<file path="config.mk">
export PLATFORM = sky130hd
export DESIGN_NAME = fan_pwm_ramp_ctrl_flat
export DESIGN_NICKNAME = d
export VERILOG_FILES = /design/src/rtl/fan_pwm_ramp_ctrl_if.sv /design/src/rtl/fan_pwm_ramp_ctrl.sv /design/src/flat_wrapper.sv
export SDC_FILE = /design/constraint.sdc
export NUM_CORES = 1
export LEC_CHECK = 0
export BUFFER_PORTS_ARGS = -buffer_cell sky130_fd_sc_hd__buf_2
export CAP_MARGIN = 10
export CORE_MARGIN = 5
export CORE_UTILIZATION = 40
export DETAILED_ROUTE_END_ITERATION = 10
export PLACE_DENSITY_LB_ADDON = 0.12
export SLEW_MARGIN = 5
export SYNTH_ARGS = -nofsm -noshare
export SYNTH_HDL_FRONTEND = slang
export SYNTH_SLANG_ARGS = --single-unit
</file>
<file path="constraint.sdc">
create_clock -name i_clk -period 5.19 [get_ports i_clk]
set_input_delay 0.519 -clock i_clk [delete_from_list [all_inputs] [get_ports i_clk]]
set_output_delay 0.519 -clock i_clk [all_outputs]
set_load 0.05 [all_outputs]
</file>
<file path="src/rtl/fan_pwm_ramp_ctrl_if.sv">
// Control/status bundle between the fan FSM/timer (master) and the PWM ramp controller (slave).
interface fan_pwm_ramp_ctrl_if #(
  parameter int CNT_WIDTH = 10
);
  logic                 i_cnt_en;
  logic                 i_enable;
  logic [1:0]           i_level;
  logic                 o_pwm;
  logic [CNT_WIDTH-1:0] o_duty;
  logic                 o_ramping;
  logic                 o_period_tick;

  modport master (
    output i_cnt_en, i_enable, i_level,
    input  o_pwm, o_duty, o_ramping, o_period_tick
  );

  modport slave (
    input  i_cnt_en, i_enable, i_level,
    output o_pwm, o_duty, o_ramping, o_period_tick
  );
endinterface

</file>
<file path="src/rtl/fan_pwm_ramp_ctrl.sv">
// Fan PWM generator with level-mapped duty and period-boundary ramping toward the target.
// Optional kick-start (full-on burst before the first nonzero duty) enabled by FAN_PWM_KICKSTART_EN.
module fan_pwm_ramp_ctrl #(
  parameter int CNT_WIDTH    = 10,
  parameter int PERIOD       = 1000,
  parameter int DUTY_L1      = 222,
  parameter int DUTY_L2      = 444,
  parameter int DUTY_L3      = 666,
  parameter int RAMP_STEP    = 111,
  parameter int KICK_PERIODS = 3
) (
  input  logic                 i_clk,
  input  logic                 i_reset_n,
  fan_pwm_ramp_ctrl_if.slave   bus
);

  // Duty is one bit wider than the counter so that duty == PERIOD == 2^CNT_WIDTH is representable.
  localparam int DW = CNT_WIDTH + 1;
  localparam int STEP_CLAMP = (RAMP_STEP > PERIOD) ? PERIOD : RAMP_STEP;
  localparam logic [CNT_WIDTH-1:0] CNT_LAST  = CNT_WIDTH'(PERIOD - 1);
  localparam logic [DW-1:0]        STEP      = DW'(STEP_CLAMP);

  if (PERIOD < 2 || PERIOD > (1 << CNT_WIDTH) || KICK_PERIODS < 0) begin : g_bad_param
    $error("fan_pwm_ramp_ctrl: PERIOD or KICK_PERIODS out of range");
  end

`ifdef FAN_PWM_KICKSTART_EN
  localparam int KW = (KICK_PERIODS > 1) ? $clog2(KICK_PERIODS) : 1;
  localparam logic [KW-1:0] KICK_LAST  = KW'((KICK_PERIODS > 0) ? KICK_PERIODS - 1 : 0);
  localparam logic [DW-1:0] DUTY_FULL  = DW'(PERIOD);

  typedef enum logic [1:0] {IDLE = 2'd0, UP = 2'd1, DOWN = 2'd2, KICK = 2'd3} state_t;
  logic [KW-1:0] kick_cnt_reg;
`else
  typedef enum logic [1:0] {IDLE = 2'd0, UP = 2'd1, DOWN = 2'd2} state_t;
`endif

  logic [CNT_WIDTH-1:0] cnt_reg;
  logic [DW-1:0]        duty_reg;
  state_t               state_reg;
  logic                 pwm_reg;
  logic                 ramping_reg;
  logic                 tick_reg;

  // Per-level duty table, clamped so no level can exceed a full period.
  logic [DW-1:0] level_duty [4];

  for (genvar gi = 0; gi < 4; gi++) begin : g_level
    localparam int RAW     = (gi == 0) ? 0 : (gi == 1) ? DUTY_L1 : (gi == 2) ? DUTY_L2 : DUTY_L3;
    localparam int CLAMPED = (RAW > PERIOD) ? PERIOD : RAW;
    assign level_duty[gi] = DW'(CLAMPED);
  end

  logic          wrap;
  logic [DW-1:0] target;
  logic [DW-1:0] gap;
  logic [DW-1:0] duty_step;
  state_t        state_step;

  // Step toward target using the distance rather than duty+/-step, so nothing can wrap.
  always_comb begin
    wrap      = bus.i_cnt_en && (cnt_reg == CNT_LAST);
    target    = bus.i_enable ? level_duty[bus.i_level] : '0;
    gap       = '0;
    duty_step = duty_reg;
    if (STEP_CLAMP == 0) begin
      duty_step = target;
    end else if (target > duty_reg) begin
      gap       = target - duty_reg;
      duty_step = (gap > STEP) ? duty_reg + STEP : target;
    end else if (target < duty_reg) begin
      gap       = duty_reg - target;
      duty_step = (gap > STEP) ? duty_reg - STEP : target;
    end

    if (duty_step == target) begin
      state_step = IDLE;
    end else if (target > duty_step) begin
      state_step = UP;
    end else begin
      state_step = DOWN;
    end
  end

  always_ff @(posedge i_clk or negedge i_reset_n) begin
    if (!i_reset_n) begin
      cnt_reg      <= '0;
      duty_reg     <= '0;
      state_reg    <= IDLE;
      pwm_reg      <= 1'b0;
      ramping_reg  <= 1'b0;
      tick_reg     <= 1'b0;
`ifdef FAN_PWM_KICKSTART_EN
      kick_cnt_reg <= '0;
`endif
    end else begin
      tick_reg <= wrap;
      if (bus.i_cnt_en) begin
        cnt_reg <= wrap ? '0 : cnt_reg + CNT_WIDTH'(1);
      end

      if (!bus.i_enable) begin
        // Immediate shutdown; the counter keeps running so period ticks continue.
        duty_reg     <= '0;
        state_reg    <= IDLE;
        pwm_reg      <= 1'b0;
        ramping_reg  <= 1'b0;
`ifdef FAN_PWM_KICKSTART_EN
        kick_cnt_reg <= '0;
`endif
      end else begin
        // Compare against the pre-wrap duty so a duty change never produces a runt pulse.
        if (bus.i_cnt_en) begin
          pwm_reg <= ({1'b0, cnt_reg} < duty_reg);
        end

        if (wrap) begin
`ifdef FAN_PWM_KICKSTART_EN
          if (state_reg == KICK) begin
            if (kick_cnt_reg == '0) begin
              duty_reg    <= target;
              state_reg   <= IDLE;
              ramping_reg <= 1'b0;
            end else begin
              kick_cnt_reg <= kick_cnt_reg - KW'(1);
            end
          end else if (duty_reg == '0 && target != '0) begin
            duty_reg     <= DUTY_FULL;
            state_reg    <= KICK;
            ramping_reg  <= 1'b1;
            kick_cnt_reg <= KICK_LAST;
          end else
`endif
          begin
            duty_reg    <= duty_step;
            state_reg   <= state_step;
            ramping_reg <= (state_step != IDLE);
          end
        end
      end
    end
  end

  // Saturate the narrower status view when duty is exactly 2^CNT_WIDTH.
  assign bus.o_duty        = duty_reg[CNT_WIDTH] ? {CNT_WIDTH{1'b1}} : duty_reg[CNT_WIDTH-1:0];
  assign bus.o_pwm         = pwm_reg;
  assign bus.o_ramping     = ramping_reg;
  assign bus.o_period_tick = tick_reg;

endmodule

</file>
<file path="src/flat_wrapper.sv">
// flat-port wrapper written by rule: the top's interface ports become plain ports
module fan_pwm_ramp_ctrl_flat 
#(
  parameter int CNT_WIDTH    = 10,
  parameter int PERIOD       = 1000,
  parameter int DUTY_L1      = 222,
  parameter int DUTY_L2      = 444,
  parameter int DUTY_L3      = 666,
  parameter int RAMP_STEP    = 111,
  parameter int KICK_PERIODS = 3
)
  (i_clk, i_reset_n, bus_i_cnt_en, bus_i_enable, bus_i_level, bus_o_pwm, bus_o_duty, bus_o_ramping, bus_o_period_tick);
  fan_pwm_ramp_ctrl_if #(.CNT_WIDTH(CNT_WIDTH)) bus_i ();
  input  logic i_clk;
  input  logic i_reset_n;
  input wire logic [$bits(bus_i.i_cnt_en)-1:0] bus_i_cnt_en;
  input wire logic [$bits(bus_i.i_enable)-1:0] bus_i_enable;
  input wire logic [$bits(bus_i.i_level)-1:0] bus_i_level;
  output wire logic [$bits(bus_i.o_pwm)-1:0] bus_o_pwm;
  output wire logic [$bits(bus_i.o_duty)-1:0] bus_o_duty;
  output wire logic [$bits(bus_i.o_ramping)-1:0] bus_o_ramping;
  output wire logic [$bits(bus_i.o_period_tick)-1:0] bus_o_period_tick;
  assign bus_i.i_cnt_en = bus_i_cnt_en;
  assign bus_i.i_enable = bus_i_enable;
  assign bus_i.i_level = bus_i_level;
  assign bus_o_pwm = bus_i.o_pwm;
  assign bus_o_duty = bus_i.o_duty;
  assign bus_o_ramping = bus_i.o_ramping;
  assign bus_o_period_tick = bus_i.o_period_tick;
  fan_pwm_ramp_ctrl #(.CNT_WIDTH(CNT_WIDTH), .PERIOD(PERIOD), .DUTY_L1(DUTY_L1), .DUTY_L2(DUTY_L2), .DUTY_L3(DUTY_L3), .RAMP_STEP(RAMP_STEP), .KICK_PERIODS(KICK_PERIODS)) u_core (.i_clk(i_clk), .i_reset_n(i_reset_n), .bus(bus_i));
endmodule
</file>
==> flow_summary.yaml <==
outcome:
  status: "finished clean"
clock_network:
  cts.htree.levels: 1
  ctsHoldBuffers: 0
  cts_root_buffer: "clkbuf_8"
  insertion_delay_ns: 0.27
  path_clk_slew_ns: 0.09
  cts_inserted_buffers: 3
  postCtsSetupBuffers: 0
  cts_tree: "yes"
  cts_max_path_buffers: 2
  clock-sinks: 24
  cts_resized: 0
sta:
  tightest_slew_ns: 0.6744
  tns_ns: 0
  finalClockSkew_ns: 0.003397
  period_needed_ns: 4.523
  fmax_ghz: 0.2211
  finalSetupViolations: 0
  timing.final.crit_share_pct: 87.15
  relSlewSlack_pct: 54.57
  rsz0062_at_grt: "no"
  report.final.slew_viol_count: 0
  finalHoldViolations: 0
power:
  swShare_pct: 40.19
  p_comb_share_pct: 45.6
  p_clk_share_pct: 18.7
  power_w: 0.0006855
  p_leak_nw: 1.609
  p_int_w: 0.0004100
  p_seq_share_pct: 35.7
  ir_drop_mv: 0.2294
  switchingPower_w: 0.0002755
  power.density_nw_per_um2: 193.7
drt:
  ant_nets: 0
  drt_first_pass_iters: 4
  drc: 0
  vias_per_cell: 6.226
  wl_um: 10840
  wl_per_cell_um: 19.63
  drt_iter0_markers: 284
  num_vias: 3437
final_layout:
  synthToLayoutAreaGrowth_pct: 5.995
  drive_gt1_share_pct: 7.830
  final_nets: 492
  largest_reg_flops: 11
  final_core_util_pct: 43.30
  final_area_um2: 3540
  antenna_cells: 0
  fin_cells: 552
grt:
  grt_first_pass_wirelength_um: 17070
  antenna_found_initial: 0
  grt_overflow_total: 0
  track_usage_pct: 20.93
  grt_max_degree: 25
  grt_pass1_vias: 3133
worst_setup_path:
  critical_path.endpoint_type: "flip-flop"
  path_class: "in2reg"
  rrSetupSlack_ns: 0.93
  critPathLaunchType: "input pin"
  reg2reg_to: "u_core.bus.o_ramping"
  reg2regPathDepth: 13
  worstPathMaxFanout: 13
  cp.required_ns: 5.33
  crit_arrival_ns: 4.67
  r2r-start: "u_core.duty_reg[3]"
floorplanning:
  start_util_pct: 40.85
  ioPinCount: 19
  coreArea_um2: 8175
  dieArea_um2: 10280
  num_rows: 33
  chipHeight_um: 101.4
  die_w_um: 101.4
logic_synthesis:
  yosysTopAreaCellShare_pct: 17.98
  ys_types: 69
  synth_nets: 489
  synth-edff-count: 0
  syn_area_per_cell_um2: 7.504
  netlist_area_um2: 3339
  ys_seq_area_share_pct: 17.98
  synth_cells: 445
  synth_area_leaders: "dfrtp_1 (18%), ha_1 (13%), nand2_1 (5.8%)"
  synthTopCellsByCount: "nand2_1 (52), ha_1 (36), a21oi_1 (31)"
  ys_ff_latch: 24
  ys.warnings.count: 0
  yosys.area.top_type: "dfrtp_1"
  synthFlopType: "dfrtp_1"
  synth.most_common_cell: "nand2_1"
  ys_async_sr_fraction_pct: 100.0
place:
  routabilityCongestion: 0.9804
  portBuffers: 18
  dpl-instance-area_um2: 3485
  dp_hpwl_um: 8366
  place_inst: 548
worst_hold_path:
  hold_class: "in2async"
run:
  cap_violations: 0
worst max path at each step:
stage                              start                    to  slack, ns
after detailed placement  bus_i_level[0]  u_core.bus.o_ramping       0.50
after global placement    bus_i_level[0]  u_core.bus.o_ramping       0.54
after CTS                 bus_i_level[0]  u_core.bus.o_ramping       0.77
final                     bus_i_level[0]  u_core.bus.o_ramping       0.67
after global routing      bus_i_level[0]  u_core.bus.o_ramping       0.47
after floorplan           bus_i_level[0]  u_core.bus.o_ramping       1.34
worst max-delay path, cell delays in order:
cell,delay [ns]
buf_2,0.11
inv_1,0.06
ha_1,0.18
nand2b_1,0.24
inv_1,0.29
ha_1,0.43
and4b_1,0.27
a211o_1,0.31
xor2_1,0.16
a31o_2,0.23
a32oi_2,0.29
nand3_1,0.33
o32a_1,0.46
and3_1,0.22
or2_2,0.28
mux2i_1,0.15
a31oi_1,0.11
routing by layer:
layer	vias to the layer above	global-route usage [%]	wire, µm
met5	-	0	0
met1	1652	28.09	4825
li1	1641	-	-
met2	122	35.01	5198
met3	22	1.860	512
met4	0	7.566	301
through the flow:
stage,hold WS (ns),worst slack (ns)
after floorplan,0.2234,1.335
after global placement,0.5385,0.5429
after detailed placement,0.5450,0.4971
after CTS,0.2575,0.7683
after global routing,0.2657,0.4702
final,0.2374,0.6670
final cells by class:
cell class,instances,area (µm²)
fill,859,4636
multi-input combinational,372,2539
sequential,24,600.6
tap,105,131.4
timing repair buffer,22,120.1
inverter,25,93.84
clock buffer,4,55.05
layout by cell type, fill, tap and decap left out, types with 6 or more instances in the layout:
master / synthesis / final
a211oi_1: 8 / 8
a21o_1: 12 / 12
a21oi_1: 31 / 31
a31oi_1: 8 / 8
and3_1: 6 / 6
buf_2: 4 / 18
dfrtp_1: 24 / 24
ha_1: 36 / 36
inv_1: 24 / 24
nand2_1: 52 / 52
nand3_1: 17 / 17
nand4_1: 8 / 8
nor2_1: 30 / 30
nor2b_1: 10 / 10
nor3_1: 8 / 8
o21a_1: 6 / 6
o21ai_0: 27 / 27
xnor2_1: 16 / 16
xor2_1: 9 / 9
cell families (layout without fill, tap and decap cells):
logic type	Yosys count	after routing	share of synthesized area (%)
xor+xnor	25	25	6.557
buf+inv	49	51	5.995
compound gates	140	140	28.74
fa+ha+maj	38	38	14.69
mux	4	4	1.274
simple gates	165	165	24.77
flops	24	24	17.98
power by group through the flow:
stage,clock [W],combinational [W],sequential (W)
2_1_floorplan,0,0.000243,0.000239
3_3_place_gp,0,0.000307,0.000249
3_5_place_dp,0,0.000310,0.000248
4_1_cts,0.000134,0.000312,0.000245
5_1_grt,0.000143,0.000346,0.000249
6_report,0.000128,0.000313,0.000245
(Power assumes the default switching activity.)
